### src/rtl/pulse_sequencer.sv
// Programmable multi-phase pulse pattern sequencer: steps through enabled phases,
// each driving an 8-bit pattern for a programmed duration, for a set number of passes.
module pulse_sequencer #(
    parameter int NUM_PHASES = 4,
    parameter int DUR_W      = 32,
    parameter int CNT_W      = 16
) (
    input  logic                        clk_in,
    input  logic                        rst_n_in,
    input  logic                        start,
    input  logic                        abort,
    input  logic [NUM_PHASES*DUR_W-1:0] phase_dur,
    input  logic [NUM_PHASES*8-1:0]     phase_pat,
    input  logic [NUM_PHASES-1:0]       phase_en,
    input  logic [CNT_W-1:0]            repeat_cnt,
    input  logic [7:0]                  idle_pat,
    output logic [7:0]                  signal_out,
    output logic                        busy,
    output logic                        done,
    output logic [2:0]                  phase_idx,
    output logic [CNT_W-1:0]            pass_cnt
);

    typedef enum logic [1:0] {IDLE, RUN, FIN} state_t;

    localparam logic [DUR_W-1:0] DUR_ONE = DUR_W'(1);
    localparam logic [CNT_W-1:0] CNT_ONE = CNT_W'(1);

    state_t                      state;
    logic [NUM_PHASES*DUR_W-1:0] dur_q;
    logic [NUM_PHASES*8-1:0]     pat_q;
    logic [NUM_PHASES-1:0]       en_q;
    logic [CNT_W-1:0]            rep_q;
    logic [DUR_W-1:0]            timer;

    logic [2:0]       start_phase;
    logic [2:0]       wrap_phase;
    logic [2:0]       next_phase;
    logic [2:0]       target_phase;
    logic             has_next;
    logic [DUR_W-1:0] cur_dur;
    logic [7:0]       start_pat;
    logic [7:0]       next_pat;
    logic             phase_end;
    logic [CNT_W-1:0] pass_inc;
    logic             last_pass;

    // phase_idx doubles as the current-phase pointer while running.
    always_comb begin
        start_phase  = '0;
        wrap_phase   = '0;
        next_phase   = '0;
        has_next     = 1'b0;
        cur_dur      = '0;
        start_pat    = '0;
        next_pat     = '0;
        // Descending scan so the lowest qualifying index is the one kept.
        for (int unsigned i = NUM_PHASES; i > 0; i--) begin
            if (phase_en[i-1])
                start_phase = 3'(i - 1);
            if (en_q[i-1]) begin
                wrap_phase = 3'(i - 1);
                if (3'(i - 1) > phase_idx) begin
                    next_phase = 3'(i - 1);
                    has_next   = 1'b1;
                end
            end
        end
        target_phase = has_next ? next_phase : wrap_phase;
        for (int unsigned i = 0; i < NUM_PHASES; i++) begin
            if (3'(i) == phase_idx)
                cur_dur = dur_q[i*DUR_W +: DUR_W];
            if (3'(i) == target_phase)
                next_pat = pat_q[i*8 +: 8];
            if (3'(i) == start_phase)
                start_pat = phase_pat[i*8 +: 8];
        end
    end

    // A zero duration behaves as one cycle.
    assign phase_end = (cur_dur == '0) || (timer >= cur_dur - DUR_ONE);
    assign pass_inc  = (pass_cnt == '1) ? pass_cnt : pass_cnt + CNT_ONE;
    assign last_pass = (rep_q != '0) && (pass_inc == rep_q);

    always_ff @(posedge clk_in or negedge rst_n_in) begin
        if (!rst_n_in) begin
            state      <= IDLE;
            dur_q      <= '0;
            pat_q      <= '0;
            en_q       <= '0;
            rep_q      <= '0;
            timer      <= '0;
            signal_out <= '0;
            busy       <= 1'b0;
            done       <= 1'b0;
            phase_idx  <= '0;
            pass_cnt   <= '0;
        end else begin
            case (state)
                IDLE: begin
                    done       <= 1'b0;
                    busy       <= 1'b0;
                    phase_idx  <= '0;
                    timer      <= '0;
                    signal_out <= idle_pat;
                    if (start && !abort) begin
                        if (phase_en != '0) begin
                            dur_q      <= phase_dur;
                            pat_q      <= phase_pat;
                            en_q       <= phase_en;
                            rep_q      <= repeat_cnt;
                            state      <= RUN;
                            busy       <= 1'b1;
                            signal_out <= start_pat;
                            phase_idx  <= start_phase;
                            pass_cnt   <= '0;
                        end else begin
                            state <= FIN;
                            done  <= 1'b1;
                        end
                    end
                end
                RUN: begin
                    if (abort) begin
                        state      <= IDLE;
                        busy       <= 1'b0;
                        signal_out <= idle_pat;
                        phase_idx  <= '0;
                        timer      <= '0;
                    end else if (phase_end) begin
                        timer <= '0;
                        if (has_next) begin
                            phase_idx  <= next_phase;
                            signal_out <= next_pat;
                        end else begin
                            pass_cnt <= pass_inc;
                            if (last_pass) begin
                                state      <= FIN;
                                busy       <= 1'b0;
                                done       <= 1'b1;
                                signal_out <= idle_pat;
                                phase_idx  <= '0;
                            end else begin
                                phase_idx  <= wrap_phase;
                                signal_out <= next_pat;
                            end
                        end
                    end else begin
                        timer <= timer + DUR_ONE;
                    end
                end
                FIN: begin
                    state      <= IDLE;
                    done       <= 1'b0;
                    busy       <= 1'b0;
                    phase_idx  <= '0;
                    signal_out <= idle_pat;
                end
                default: state <= IDLE;
            endcase
        end
    end

endmodule

### config.mk
export PLATFORM = sky130hd
export DESIGN_NAME = pulse_sequencer
export DESIGN_NICKNAME = d
export VERILOG_FILES = /design/src/rtl/pulse_sequencer.sv
export SDC_FILE = /design/constraint.sdc
export NUM_CORES = 1
export LEC_CHECK = 0
export CORE_UTILIZATION = 50
export DETAILED_ROUTE_END_ITERATION = 10
export GPL_TIMING_DRIVEN = 0
export MAX_ROUTING_LAYER = met4
export PLACE_DENSITY_LB_ADDON = 0.1
export SLEW_MARGIN = 20
export SYNTH_ARGS = -nofsm -noshare
export SYNTH_HDL_FRONTEND = slang
export SYNTH_SLANG_ARGS = --single-unit
### constraint.sdc
create_clock -name clk_in -period 15.8 [get_ports clk_in]
set_input_delay 4.74 -clock clk_in [delete_from_list [all_inputs] [get_ports clk_in]]
set_output_delay 4.74 -clock clk_in [all_outputs]
set_load 0.005 [all_outputs]
==> out/metrics.csv <==
metric;value;unit
Max FO, Critical Path;10;
Clock transition at path regs;0.06;ns
Row Count;59;
final setup vio count;0;
largest net degree at the start of global routing;99;
max_slew headroom;0.432;
asr flop ratio synth;1.00;
HP Class;flip-flop to flip-flop;
Post-Syn Area;0.0136;mm2
maxcap violations;0;
mean post-synth cell area;11.4;um2
Die ar.;0.0278;mm2
Via-to-Cell Ratio;5.97;
Fmax achieved;130;MHz
Reg2Reg Capture Point;timer[5]$_DFFE_PN0P_;
hpwl dp;26400;um
Crit. Startpoint;phase_idx[1]$_DFFE_PN0P_;
H-tree levels;1;
Hold-fix buffers, CTS;0;
worst flop-to-flop path startpoint;phase_idx[1]$_DFFE_PN0P_;
Final Net Count;1666;
Inserted Clock Buffers;27;
crit end category;flip-flop;
Clk pwr share;0.243;
Die X;167;um
Static Leak;6.99;nW
gpl congestion;0.876;
setup slack at placement;7.80;ns
Hold Vio Cnt, Final;0;
Period minus WS final;7.71;ns
Residual DRC;0;
CP Launch Type;flip-flop;
largest cells by area after synthesis;dfrtp_1, mux2_2, mux4_2;
Worst R2R Path Depth;23;
Root Driver;clkbuf_16;
via count;10700;
share of cells above drive strength 1;0.223;
DR WL/cell;19.9;um
crit share post-route;0.488;
Worst path most repeated cell;nor2_1;
IO Count;221;
Slew @ Worst Pin;0.852;ns
unrepaired setup endpoints after global routing;false;
worst vdd ir;120;uV
Yosys warning count;0;
syn nets;1418;
hold slack;0.497;ns
Antenna Nets Post-Route;0;
Max stage delay on crit path;0.69;ns
sequential power share;0.357;
Worst Path Required;16.24;ns
synthesized flop and latch total;242;
first-pass GRT wire length;57500;um
leading area contributor after synthesis;dfrtp_1;
detailed-route wire length;35700;um
Post-DP Area;0.0162;mm2
P_sw;0.000952;W
Comb power frac;0.400;
Max Slew Vio Count;0;
clock skew;0.0179;ns
number of synthesized flops with an enable pin;0;
Mapped Cells;1187;
Clk Latency, worst-skew pair;0.54;ns
Overflow after GRT;0;
Area Overhead vs Synth;27.0;%
setup TNS;0;ns
CTS tree;yes;
CTS Buffer Depth;3;
Detailed Routing Iterations Pass 1;5;
total power;0.00287;W
Worst Path Arrival;8.15;ns
antenna diode count;0;
status;finished clean;
Top FF cell, synth;dfrtp_1;
initial antenna violation count;0;
Power Dens Cells;167;mW/mm2
critical path type;flip-flop to flip-flop;
Switching Share;0.331;
number of global-route vias before repair;10700;
critical path, cell by cell;buf_1 -> buf_1 -> clkbuf_1 -> mux4_2 -> inv_1 -> nand3_1 -> nor2_1 -> nand3b_1 -> or2_2 -> nor2_1 -> nand2_1 -> xor2_1 -> ha_1 -> and3_1 -> a221oi_1 -> nor2_1 -> or4_1 -> a211oi_1 -> nand3_1 -> nor2_1 -> clkbuf_1 -> nand2_1 -> o21ai_0;
All-Layer GR Usage;0.269;
starting density of the core;0.515;
reg-to-reg slack, setup;8.09;ns
# resized after CTS;0;
DRT iter0 DRCs;768;
crit path capture;timer[5]$_DFFE_PN0P_;
slowest stage cell, crit path;buf_1;
die height;167;um
Yosys top cell area share;0.446;
clock sinks;242;
number of setup buffers added after CTS;0;
post-route cell area;0.0172;mm2
Synth cell types;69;
final setup margin;8.09;ns
core area;0.0264;mm2
IO buf count;217;
Seq/Total Area, Yosys;0.446;
Int Pwr;0.00192;W
metrics by stage:
| step | cells | utilization |
|---|---|---|
| floorplan | 1187 | - |
| global placement | 1739 | 0.613 |
| detailed placement | 1741 | 0.616 |
| CTS | 1790 | 0.654 |
| global route | 1790 | 0.654 |
| finish | 1790 | 0.654 |
per-layer routing:
layer / global-route usage / wire length [um]
met1: 0.367 / 15800
met2: 0.425 / 16800
met3: 0.0380 / 2310
met4: 0.0620 / 716
met5: - / 0
Yosys cell counts (9+ instances only):
cell	count
a211oi_1	9
a21oi_1	56
a31oi_1	14
a32oi_1	9
and3_1	16
buf_2	9
buf_4	9
clkbuf_1	43
dfrtp_1	242
ha_1	39
inv_1	14
mux2_2	183
mux2i_1	11
mux4_2	38
nand2_1	70
nand2b_1	9
nand3_1	23
nand4_1	13
nor2_1	73
nor2b_1	14
nor3_1	9
nor4_1	17
o211ai_1	10
o21ai_0	68
o31ai_1	13
or2_2	10
or3_1	9
xnor2_1	26
xor2_1	27
logic make-up after synthesis:
logic type               after synthesis  share of synthesized area
AO/OA/AOI/OAI                        228                      0.109
XOR/XNOR                              53                     0.0342
adder cells (fa/ha/maj)               39                     0.0359
buffers and inverters                 83                     0.0281
flip-flops                           242                      0.446
multiplexers                         233                      0.224
other                                  1                   0.000276
AND/OR/NAND/NOR                      308                      0.122
how the worst min path moves through the flow:
stage	startpoint	to	slack [ns]	cells past startpoint
final	dur_q[89]$_DFFE_PN0P_	dur_q[89]$_DFFE_PN0P_	0.50	1
after floorplan	timer[19]$_DFFE_PN0P_	timer[19]$_DFFE_PN0P_	0.47	1
after global routing	pat_q[21]$_DFFE_PN0P_	pat_q[21]$_DFFE_PN0P_	0.51	1
after CTS	dur_q[89]$_DFFE_PN0P_	dur_q[89]$_DFFE_PN0P_	0.50	1
after detailed placement	dur_q[89]$_DFFE_PN0P_	dur_q[89]$_DFFE_PN0P_	0.49	1
after global placement	pat_q[14]$_DFFE_PN0P_	pat_q[14]$_DFFE_PN0P_	0.48	1
cell usage in the layout (no fill, tap or decap), drive strengths merged, types with 9 or more instances in the layout:
| cell type | n |
|---|---|
| dfrtp | 242 |
| clkdlybuf4s50 | 216 |
| mux2 | 184 |
| clkbuf | 83 |
| nor2 | 73 |
| o21ai | 73 |
| nand2 | 70 |
| a21oi | 56 |
| ha | 39 |
| mux4 | 38 |
| xor2 | 27 |
| buf | 27 |
| xnor2 | 26 |
| nand3 | 23 |
| nor4 | 19 |
| and3 | 16 |
| nand4 | 16 |
| inv | 15 |
| nor2b | 14 |
| a31oi | 14 |
| o31ai | 14 |
| mux2i | 11 |
| or2 | 10 |
| o211ai | 10 |
| nand2b | 9 |
| or3 | 9 |
| nor3 | 9 |
| a211oi | 9 |
| a32oi | 9 |
| a221oi | 9 |
power by group through the flow:
stage          combinational [W]  clock [W]  sequential [W]
6_report                 0.00115   0.000698         0.00103
3_3_place_gp             0.00111          0         0.00102
3_5_place_dp             0.00115          0         0.00103
5_1_grt                  0.00125   0.000736         0.00106
2_1_floorplan           0.000844          0        0.000981
4_1_cts                  0.00115   0.000710         0.00102
critical path: cells and delay by family, from the launching register on:
family	cells	cell delay, ns
xor+xnor	1	0.17
compound gates	3	0.84
mux	1	0.40
fa+ha+maj	1	0.29
flops	1	0.52
simple gates	12	3.04
buf+inv	5	2.35
cell type report:
| class | instances | area, um2 |
|---|---|---|
| multi-input cells | 862 | 7140 |
| clock inverters | 11 | 188 |
| plain buffers | 69 | 329 |
| flip-flops and latches | 242 | 6060 |
| repair buffers | 219 | 2230 |
| fillers | 2085 | 9120 |
| well taps | 335 | 419 |
| inverters | 14 | 52.6 |
| clock buffers | 38 | 817 |
registers in the layout, indices dropped and copies added, names as in the netlist:
register	flops
pat_q	32
en_q	4
dur_q	128
rep_q	16
pass_cnt	16
done	1
busy	1
timer	32
phase_idx	2
state	2
signal_out	8
Power figures use the tool's default switching activity.
